==> src/rtl/nand4_test_pkg.sv <==
`default_nettype none
// ============================================================================
// Module      : nand4_test_pkg
// Description : Shared types, sizes and the reference NAND function used by
//               the 4-input NAND self-test sequencer.
// Revision    : 1.0 - initial release
// ============================================================================
package nand4_test_pkg;

    localparam int NUM_VECTORS = 16;
    localparam int VEC_W       = 4;
    localparam int ERR_W       = 5;
    // Settle counter must cover the full legal SETTLE_CYCLES range (1..255).
    localparam int CNT_W       = $clog2(256);

    typedef enum logic [1:0] {
        IDLE   = 2'd0,
        SETTLE = 2'd1,
        CHECK  = 2'd2,
        FINISH = 2'd3
    } state_t;

    // Reference output of an ideal 4-input NAND for vector {D,C,B,A}.
    function automatic logic nand4_expected(input logic [VEC_W-1:0] vec);
        return ~&vec;
    endfunction

endpackage
`default_nettype wire

==> src/rtl/nand4_settle_timer.sv <==
`default_nettype none
// ============================================================================
// Module      : nand4_settle_timer
// Description : Loadable down-counter that times how long each test vector
//               is held before the gate output is sampled.
// Ports       : clk_i      - clock, rising edge
//               rst_ni     - asynchronous active-low reset
//               load_i     - load load_val_i (has priority over dec_i)
//               load_val_i - reload value
//               dec_i      - decrement by one (stops at zero)
//               zero_o     - counter is zero
// Revision    : 1.0 - initial release
// ============================================================================
module nand4_settle_timer
    import nand4_test_pkg::*;
(
    input  logic             clk_i,
    input  logic             rst_ni,
    input  logic             load_i,
    input  logic [CNT_W-1:0] load_val_i,
    input  logic             dec_i,
    output logic             zero_o
);

    logic [CNT_W-1:0] cnt_q;
    logic [CNT_W-1:0] cnt_d;

    always_comb begin
        cnt_d = cnt_q;
        if (load_i) begin
            cnt_d = load_val_i;
        end else if (dec_i && (cnt_q != '0)) begin
            cnt_d = cnt_q - 1'b1;
        end
    end

    always_ff @(posedge clk_i or negedge rst_ni) begin
        if (!rst_ni) begin
            cnt_q <= '0;
        end else begin
            cnt_q <= cnt_d;
        end
    end

    assign zero_o = (cnt_q == '0);

endmodule
`default_nettype wire

==> src/rtl/nand4_test_seq.sv <==
`default_nettype none
// ============================================================================
// Module      : nand4_test_seq
// Description : Self-test sequencer for a 4-input NAND gate. Walks all 16
//               input vectors, holds each for SETTLE_CYCLES, compares the
//               gate output X with the ideal NAND and reports the result.
// Ports       : CLK, RST_N        - clock / asynchronous active-low reset
//               START, ABORT      - run request / cancel
//               X                 - gate output under test
//               A, B, C, D        - gate inputs (vec[0..3])
//               BUSY, DONE, PASS  - run status
//               ERR_CNT           - mismatch count
//               FAIL_VALID/VEC    - first failing vector {D,C,B,A}
// Revision    : 1.0 - initial release
// ============================================================================
module nand4_test_seq
    import nand4_test_pkg::*;
#(
    parameter int SETTLE_CYCLES = 2
) (
    input  logic             CLK,
    input  logic             RST_N,
    input  logic             START,
    input  logic             ABORT,
    input  logic             X,
    output logic             A,
    output logic             B,
    output logic             C,
    output logic             D,
    output logic             BUSY,
    output logic             DONE,
    output logic             PASS,
    output logic [ERR_W-1:0] ERR_CNT,
    output logic             FAIL_VALID,
    output logic [VEC_W-1:0] FAIL_VEC
);

    // Counter reload value: SETTLE lasts load+1 cycles.
    localparam logic [CNT_W-1:0] C_SETTLE_LOAD = CNT_W'(SETTLE_CYCLES - 1);
    localparam logic [VEC_W-1:0] C_LAST_VEC    = VEC_W'(NUM_VECTORS - 1);

    state_t             state_q, state_d;
    logic [VEC_W-1:0]   vec_q, vec_d;
    logic [ERR_W-1:0]   err_q, err_d;
    logic               fail_valid_q, fail_valid_d;
    logic [VEC_W-1:0]   fail_vec_q, fail_vec_d;
    logic               pass_q, pass_d;
    logic               busy_q, busy_d;
    logic               done_q, done_d;

    logic               tmr_load;
    logic               tmr_dec;
    logic               tmr_zero;
    logic               mismatch;

    nand4_settle_timer u_settle_timer (
        .clk_i      (CLK),
        .rst_ni     (RST_N),
        .load_i     (tmr_load),
        .load_val_i (C_SETTLE_LOAD),
        .dec_i      (tmr_dec),
        .zero_o     (tmr_zero)
    );

    assign mismatch = (X != nand4_expected(vec_q));

    always_comb begin
        state_d      = state_q;
        vec_d        = vec_q;
        err_d        = err_q;
        fail_valid_d = fail_valid_q;
        fail_vec_d   = fail_vec_q;
        pass_d       = pass_q;
        busy_d       = busy_q;
        done_d       = 1'b0;
        tmr_load     = 1'b0;
        tmr_dec      = 1'b0;

        unique case (state_q)
            IDLE: begin
                if (START && !ABORT) begin
                    vec_d        = '0;
                    err_d        = '0;
                    fail_valid_d = 1'b0;
                    fail_vec_d   = '0;
                    pass_d       = 1'b0;
                    busy_d       = 1'b1;
                    tmr_load     = 1'b1;
                    state_d      = SETTLE;
                end
            end

            SETTLE: begin
                if (ABORT) begin
                    vec_d   = '0;
                    pass_d  = 1'b0;
                    busy_d  = 1'b0;
                    state_d = IDLE;
                end else if (tmr_zero) begin
                    state_d = CHECK;
                end else begin
                    tmr_dec = 1'b1;
                end
            end

            CHECK: begin
                // An abort in the compare cycle discards that compare.
                if (ABORT) begin
                    vec_d   = '0;
                    pass_d  = 1'b0;
                    busy_d  = 1'b0;
                    state_d = IDLE;
                end else begin
                    if (mismatch) begin
                        err_d = err_q + 1'b1;
                        if (!fail_valid_q) begin
                            fail_valid_d = 1'b1;
                            fail_vec_d   = vec_q;
                        end
                    end
                    if (vec_q == C_LAST_VEC) begin
                        // Registered DONE/PASS go live together with FINISH.
                        done_d  = 1'b1;
                        pass_d  = (err_d == '0);
                        state_d = FINISH;
                    end else begin
                        vec_d    = vec_q + 1'b1;
                        tmr_load = 1'b1;
                        state_d  = SETTLE;
                    end
                end
            end

            FINISH: begin
                // Vector stays at 4'b1111 after a completed run.
                busy_d  = 1'b0;
                state_d = IDLE;
            end

            default: begin
                state_d = IDLE;
            end
        endcase
    end

    always_ff @(posedge CLK or negedge RST_N) begin
        if (!RST_N) begin
            state_q      <= IDLE;
            vec_q        <= '0;
            err_q        <= '0;
            fail_valid_q <= 1'b0;
            fail_vec_q   <= '0;
            pass_q       <= 1'b0;
            busy_q       <= 1'b0;
            done_q       <= 1'b0;
        end else begin
            state_q      <= state_d;
            vec_q        <= vec_d;
            err_q        <= err_d;
            fail_valid_q <= fail_valid_d;
            fail_vec_q   <= fail_vec_d;
            pass_q       <= pass_d;
            busy_q       <= busy_d;
            done_q       <= done_d;
        end
    end

    assign A          = vec_q[0];
    assign B          = vec_q[1];
    assign C          = vec_q[2];
    assign D          = vec_q[3];
    assign BUSY       = busy_q;
    assign DONE       = done_q;
    assign PASS       = pass_q;
    assign ERR_CNT    = err_q;
    assign FAIL_VALID = fail_valid_q;
    assign FAIL_VEC   = fail_vec_q;

endmodule
`default_nettype wire

==> config.mk <==
export PLATFORM = sky130hd
export DESIGN_NAME = nand4_test_seq
export DESIGN_NICKNAME = d
export VERILOG_FILES = /design/src/rtl/nand4_test_pkg.sv /design/src/rtl/nand4_settle_timer.sv /design/src/rtl/nand4_test_seq.sv
export SDC_FILE = /design/constraint.sdc
export NUM_CORES = 1
export LEC_CHECK = 0
export ABC_AREA = 1
export BUFFER_PORTS_ARGS = -buffer_cell sky130_fd_sc_hd__buf_2
export CAP_MARGIN = 20
export CORE_MARGIN = 5
export CORE_UTILIZATION = 40
export CTS_CLUSTER_SIZE = 20
export DETAILED_ROUTE_END_ITERATION = 8
export GPL_ROUTABILITY_DRIVEN = 0
export PLACE_DENSITY = 0.55
export SLEW_MARGIN = 5
export SYNTH_ARGS = -nofsm -noshare
export SYNTH_HDL_FRONTEND = slang
export SYNTH_SLANG_ARGS = --single-unit
==> constraint.sdc <==
create_clock -name CLK -period 2.1 [get_ports CLK]
set_input_delay 0.525 -clock CLK [delete_from_list [all_inputs] [get_ports CLK]]
set_output_delay 0.525 -clock CLK [all_outputs]
set_load 0.1 [all_outputs]
After elaboration in Yosys (flattened, before gate mapping)
Cells that the tools add are included.
W data, S select, Z words.
- output and inout port bits: 17
- flip-flop bits (word level): 27
- input port bits: 5
- add/sub/neg operators: 3
- equal/unequal tests: 14
- multiplexer cells: 43
- reduce and logical (&&, ||, !) cells: 20
- operators by type and width (operator ; count):
    $mux W4 ; 7
    $mux W5 ; 5
    $mux W1 ; 16
    $mux W8 ; 2
    $reduce_and A4 Y1 ; 4
    $pmux W4 S3 ; 1
    $mux W2 ; 5
    $ne A2 B2 Y1 const B ; 5
    $pmux W5 S2 ; 1
    $ne A3 B3 Y1 const B ; 3
    $logic_not A8 Y1 ; 1
    $pmux W2 S4 ; 1
    $pmux W4 S2 ; 1
    $reduce_bool A8 Y1 ; 1
    $sub A8 B1 Y8 const B ; 1
    $pmux W1 S3 ; 2
    $add A5 B1 Y5 const B ; 1
    $logic_not A5 Y1 ; 1
    $reduce_and A5 Y1 ; 1
    $add A4 B1 Y4 const B ; 1
    $eq A2 B2 Y1 const B ; 2
    $eq A4 B4 Y1 const B ; 1
    $pmux W1 S2 ; 2
    $reduce_and A2 Y1 ; 2
    other kinds (10) ; 13

Depth between registers and ports, before layout
- word-level depth: 10
- mapped depth: 12
- depth with buffers taken out: 11

Hierarchy
Synthesis repeated with hierarchy kept, for this count alone.
- cell total of the unflattened synthesis: 244
- area, all modules: 1845.5 µm²
- by module, submodules not included (module ; cells an instance ; sequential area each (µm²) ; instances ; area an instance (µm²)):
    nand4_test_seq ; 151 ; 475.5 ; 1 ; 1248.7
    nand4_settle_timer ; 93 ; 200.2 ; 1 ; 596.8

Worst setup path after synthesis
No wires, ideal clock.
- path kind: register -> register
- start: register vec_q[0]
- end: register fail_vec_q[0] (netlist: FAIL_VEC[0])
- path buffers: 0
- arrival time: 2.144 ns
- cell stages (with the launch flop): 10
- setup slack: -0.111 ns
- setup time: 0.067 ns
- cell sequence: dfrtp_1 -> ha_1 -> nand3_2 -> nand2_4 -> nand2_4 -> o21ai_4 -> clkinv_4 -> nand2_4 -> nand2_1 -> nand2_1
- longest elaborated chain between the ends: 5
- ends and longest elaborated chain (what ; RTL line ; source):
    from (decl) ; nand4_test_seq.sv:43 ; logic [VEC_W-1:0] vec_q, vec_d;
    from (signal assigned) ; nand4_test_seq.sv:158 ; vec_q <= vec_d;
    $reduce_and A4 Y1 ; nand4_test_pkg.sv:25 ; return ~&vec;
    $logic_not A1 Y1 ; nand4_test_pkg.sv:25 ;
    $ne A1 B1 Y1 ; nand4_test_seq.sv:65 ; assign mismatch = (X != nand4_expected(vec_q));
    $ne A2 B2 Y1 (no source line) ; n/a ;
    $reduce_and A5 Y1 (no source line) ; n/a ;
    to (signal assigned) ; nand4_test_seq.sv:161 ; fail_vec_q <= fail_vec_d;
    to (decl) ; nand4_test_seq.sv:46 ; logic [VEC_W-1:0] fail_vec_q, fail_vec_d;
Several ways; a longest one is shown, not always the timed one. The select of a mux whose other input is x is not followed.
A chain may end at the register's enable or synchronous reset.

Worst setup path after layout
- start: register vec_q[2]
- end: output C
- RTL lines (what ; RTL line ; source):
    to (decl) ; nand4_test_seq.sv:28 ; output logic C,
No word-level cell between the ends.

==> out/qor.yml <==
setup_path:
  critical_path_required_time_ns: 1.57
  critical_path.max_stage_delay_ns: 0.50
  cp_data_arrival_time_ns: 1.26
  critical_path_buffer_and_inverter_count: 1
  worst_setup_path_end_kind: "output port"
  worstSetupStartpointType: "flop"
  critical_path.slowest_cell: "dfrtp_1"
  critPathTopFamily: "flip-flops"
  crit_path_max_fanout: 7
  timing.critical_path.cells: "buf_2"
  timing_worst_setup_path_type: "reg -> out"
yosys:
  yosysWarningCount: 0
  syn-cell-area_sq_um: 1690
  mappedNetlistNets: 223
  post_synth_main_area_contributors: "dfrtp_1 40%, nand2_1 12%, nand3_1 7.4%"
  synth.top_cell.area_share_pct: 40.0
  netlist.top_cell.by_area: "dfrtp_1"
  synthCells: 209
  ys_types: 26
  synth.yosys.seq_area_share_pct: 40.0
  ys_ff_latch: 27
  post_synth.cell_area_avg_sq_um: 8.08
global_routing:
  globalRouteOverflowTotal: 0
  groute.layer.met3.usage_pct: 3.47
  grt_antenna_before_repair: 0
  grt_first_pass_wirelength_um: 5800
  pin_count_of_the_biggest_net_entering_global_routing: 28
  via_count_of_the_first_global_routing_pass: 1235
  grtUsageMet1_pct: 20.8
  gr-usage-met2_pct: 19.1
  global_route.usage.total_pct: 13.5
  gr-max-usage-layer: "met1"
detailed_routing:
  drt-vias-per-instance: 4.85
  final_ant_viol_nets: 0
  vias: 1377
  drt_pass1_iterations: 4
  postRouteWirelength_um: 3500
  initialDrtViolationCount: 54
  drc_errors: 0
  routed_wire_length_per_instance_um: 12.3
layout:
  multi_input_logic_area_sq_um: 891
  most_common_cell_after_layout_fill_and_taps_aside: "nand2_1"
  register_area_sq_um: 678
  most-common-layout-cells: "53 x nand2_1, 25 x dfrtp_1, 25 x nand3_1, 23 x inv_1, 21 x buf_2"
  postLayoutCellArea_sq_um: 1900
  antennaDiodeCount: 0
  synthesis_to_layout_area_growth_pct: 12.8
  layout-drive-gt1-share_pct: 20.9
  layout.cells.non_filler: 284
  final_layout_net_count: 249
  nFillCells: 403
placement:
  placedCellCount: 280
  portBuffers: 21
  placement.cell_area_sq_um: 1850
  place.detailed.hpwl_um: 2720
clock_network:
  clkLatencyLatePin_ns: 0.27
  clk_transition_reported_paths_ns: 0.09
  htree_levels: 1
  post_cts.repair.setup_buffers: 0
  cts_hold_buf: 0
  max-clock-path-buffers: 2
  cts.sink_count: 27
  clock_tree_from_tritoncts: "yes"
  postCtsResizedCells: 0
  cts_inserted_buffers: 3
  root_buffer: "clkbuf_8"
power:
  irDropWorstVdd_v: 0.000710
  power.density_nw_per_um2: 1280
  static-leakage-power_uw: 0.000973
sta:
  setup_violations: 0
  timing.slew.headroom_pct: 60.1
  post-route-period-util_pct: 85.2
  final_critical_period_ns: 1.79
  timing_worst_slew_pin_value_ns: 0.599
  clock_skew_ns: 0.00714
  max_freq_ghz: 0.559
  report.final.hold_viol_count: 0
  hold_ws_ns: 0.242
  rsz0062_at_grt: "no"
  tns_ns: 0
  pins_over_their_slew_limit: 0
die:
  effective_utilization_at_floorplan_pct: 41.6
  dieArea_sq_um: 5620
  core.rowCount: 23
  design.portCount: 22
  core-area_sq_um: 4060
  dieWidth_um: 75.0
  die_height_um: 75.0
hold_path:
  hold_class: "in -> async"
status:
  status: "complete, no violations"
flow_run:
  max_cap_viol_count: 0
==> cells in the mapped netlist <==
library cell / instances
nor2_1: 9
o21ai_1: 5
nand2_2: 3
buf_6: 1
inv_2: 4
nand2_4: 5
nand3_1: 25
o22ai_1: 2
ha_1: 9
dfrtp_1: 27
o21ai_2: 1
o21ai_4: 2
xor2_1: 7
nor2_4: 2
nand4_1: 4
nor2_2: 1
o21ai_0: 11
nand3_2: 1
inv_1: 23
nand3b_1: 4
a21oi_1: 5
clkinv_4: 1
nor3_2: 1
nand2_1: 53
xnor2_1: 1
a31oi_1: 2
==> worst register-to-register path: stages, from the launching register on <==
cell	delay (ns)
dfrtp_1	0.41
inv_1	0.11
ha_1	0.19
inv_2	0.07
nor2_4	0.21
nand2_2	0.13
o21ai_4	0.13
o21ai_4	0.12
clkinv_4	0.08
nand2_4	0.05
nand2_1	0.06
nand2_1	0.04
==> routing by layer <==
metal,vias to the layer above,part of all wire [%]
met4,0,0.57
met2,25,41
met1,616,54
met3,2,4.9
li1,734,-
met5,-,0
==> cells by family after synthesis <==
family                   synth area share (%)
AO/OA/AOI/OAI                            10.2
buffers and inverters                    7.19
adder cells (fa/ha/maj)                  6.67
flip-flops                               40.0
XOR/XNOR                                 4.15
AND/OR/NAND/NOR                          31.8
==> path summary, 6_finish.rpt <==
path	from	end	slack, ns	cells past startpoint
worst max-delay path	vec_q[2]	C	0.31	1
worst min-delay path	RST_N	ERR_CNT[2]	0.24	1
worst max register to register	state_q[0]	FAIL_VEC[2]	0.40	11
worst min register to register	FAIL_VEC[0]	FAIL_VEC[0]	0.47	2
max in group asynchronous	RST_N	vec_q[1]	1.43	1
min in group CLK	FAIL_VEC[0]	FAIL_VEC[0]	0.47	2
==> through the flow <==
step	power, uW	utilization, %	setup slack [ns]
after floorplan	1900	-	0.0508
after global placement	2170	45.7	0.410
after detailed placement	2170	45.7	0.394
after CTS	2470	46.9	0.307
after global routing	2650	46.9	0.232
final	2440	46.9	0.311
==> layout make-up <==
| cell class | count | area share [%] |
|---|---|---|
| multi-input cells | 153 | 46.8 |
| flip-flops and latches | 27 | 35.6 |
| repair buffers | 22 | 5.92 |
| inverters | 28 | 5.79 |
| well taps | 50 | 3.29 |
| clock buffers | 3 | 2.17 |
| clock inverters | 1 | 0.394 |
==> sequential cells by signal (all words and copies together) (netlist names) <==
name / count
BUSY: 1
DONE: 1
ERR_CNT: 5
FAIL_VALID: 1
FAIL_VEC: 4
PASS: 1
state_q: 2
u_settle_timer.cnt_q: 8
vec_q: 4
==> power breakdown <==
group / switching (uW) / internal (uW)
registers: 108 / 643
logic: 1020 / 372
clock network: 161 / 135
total: 1290 / 1150
(Power assumes the default switching activity.)
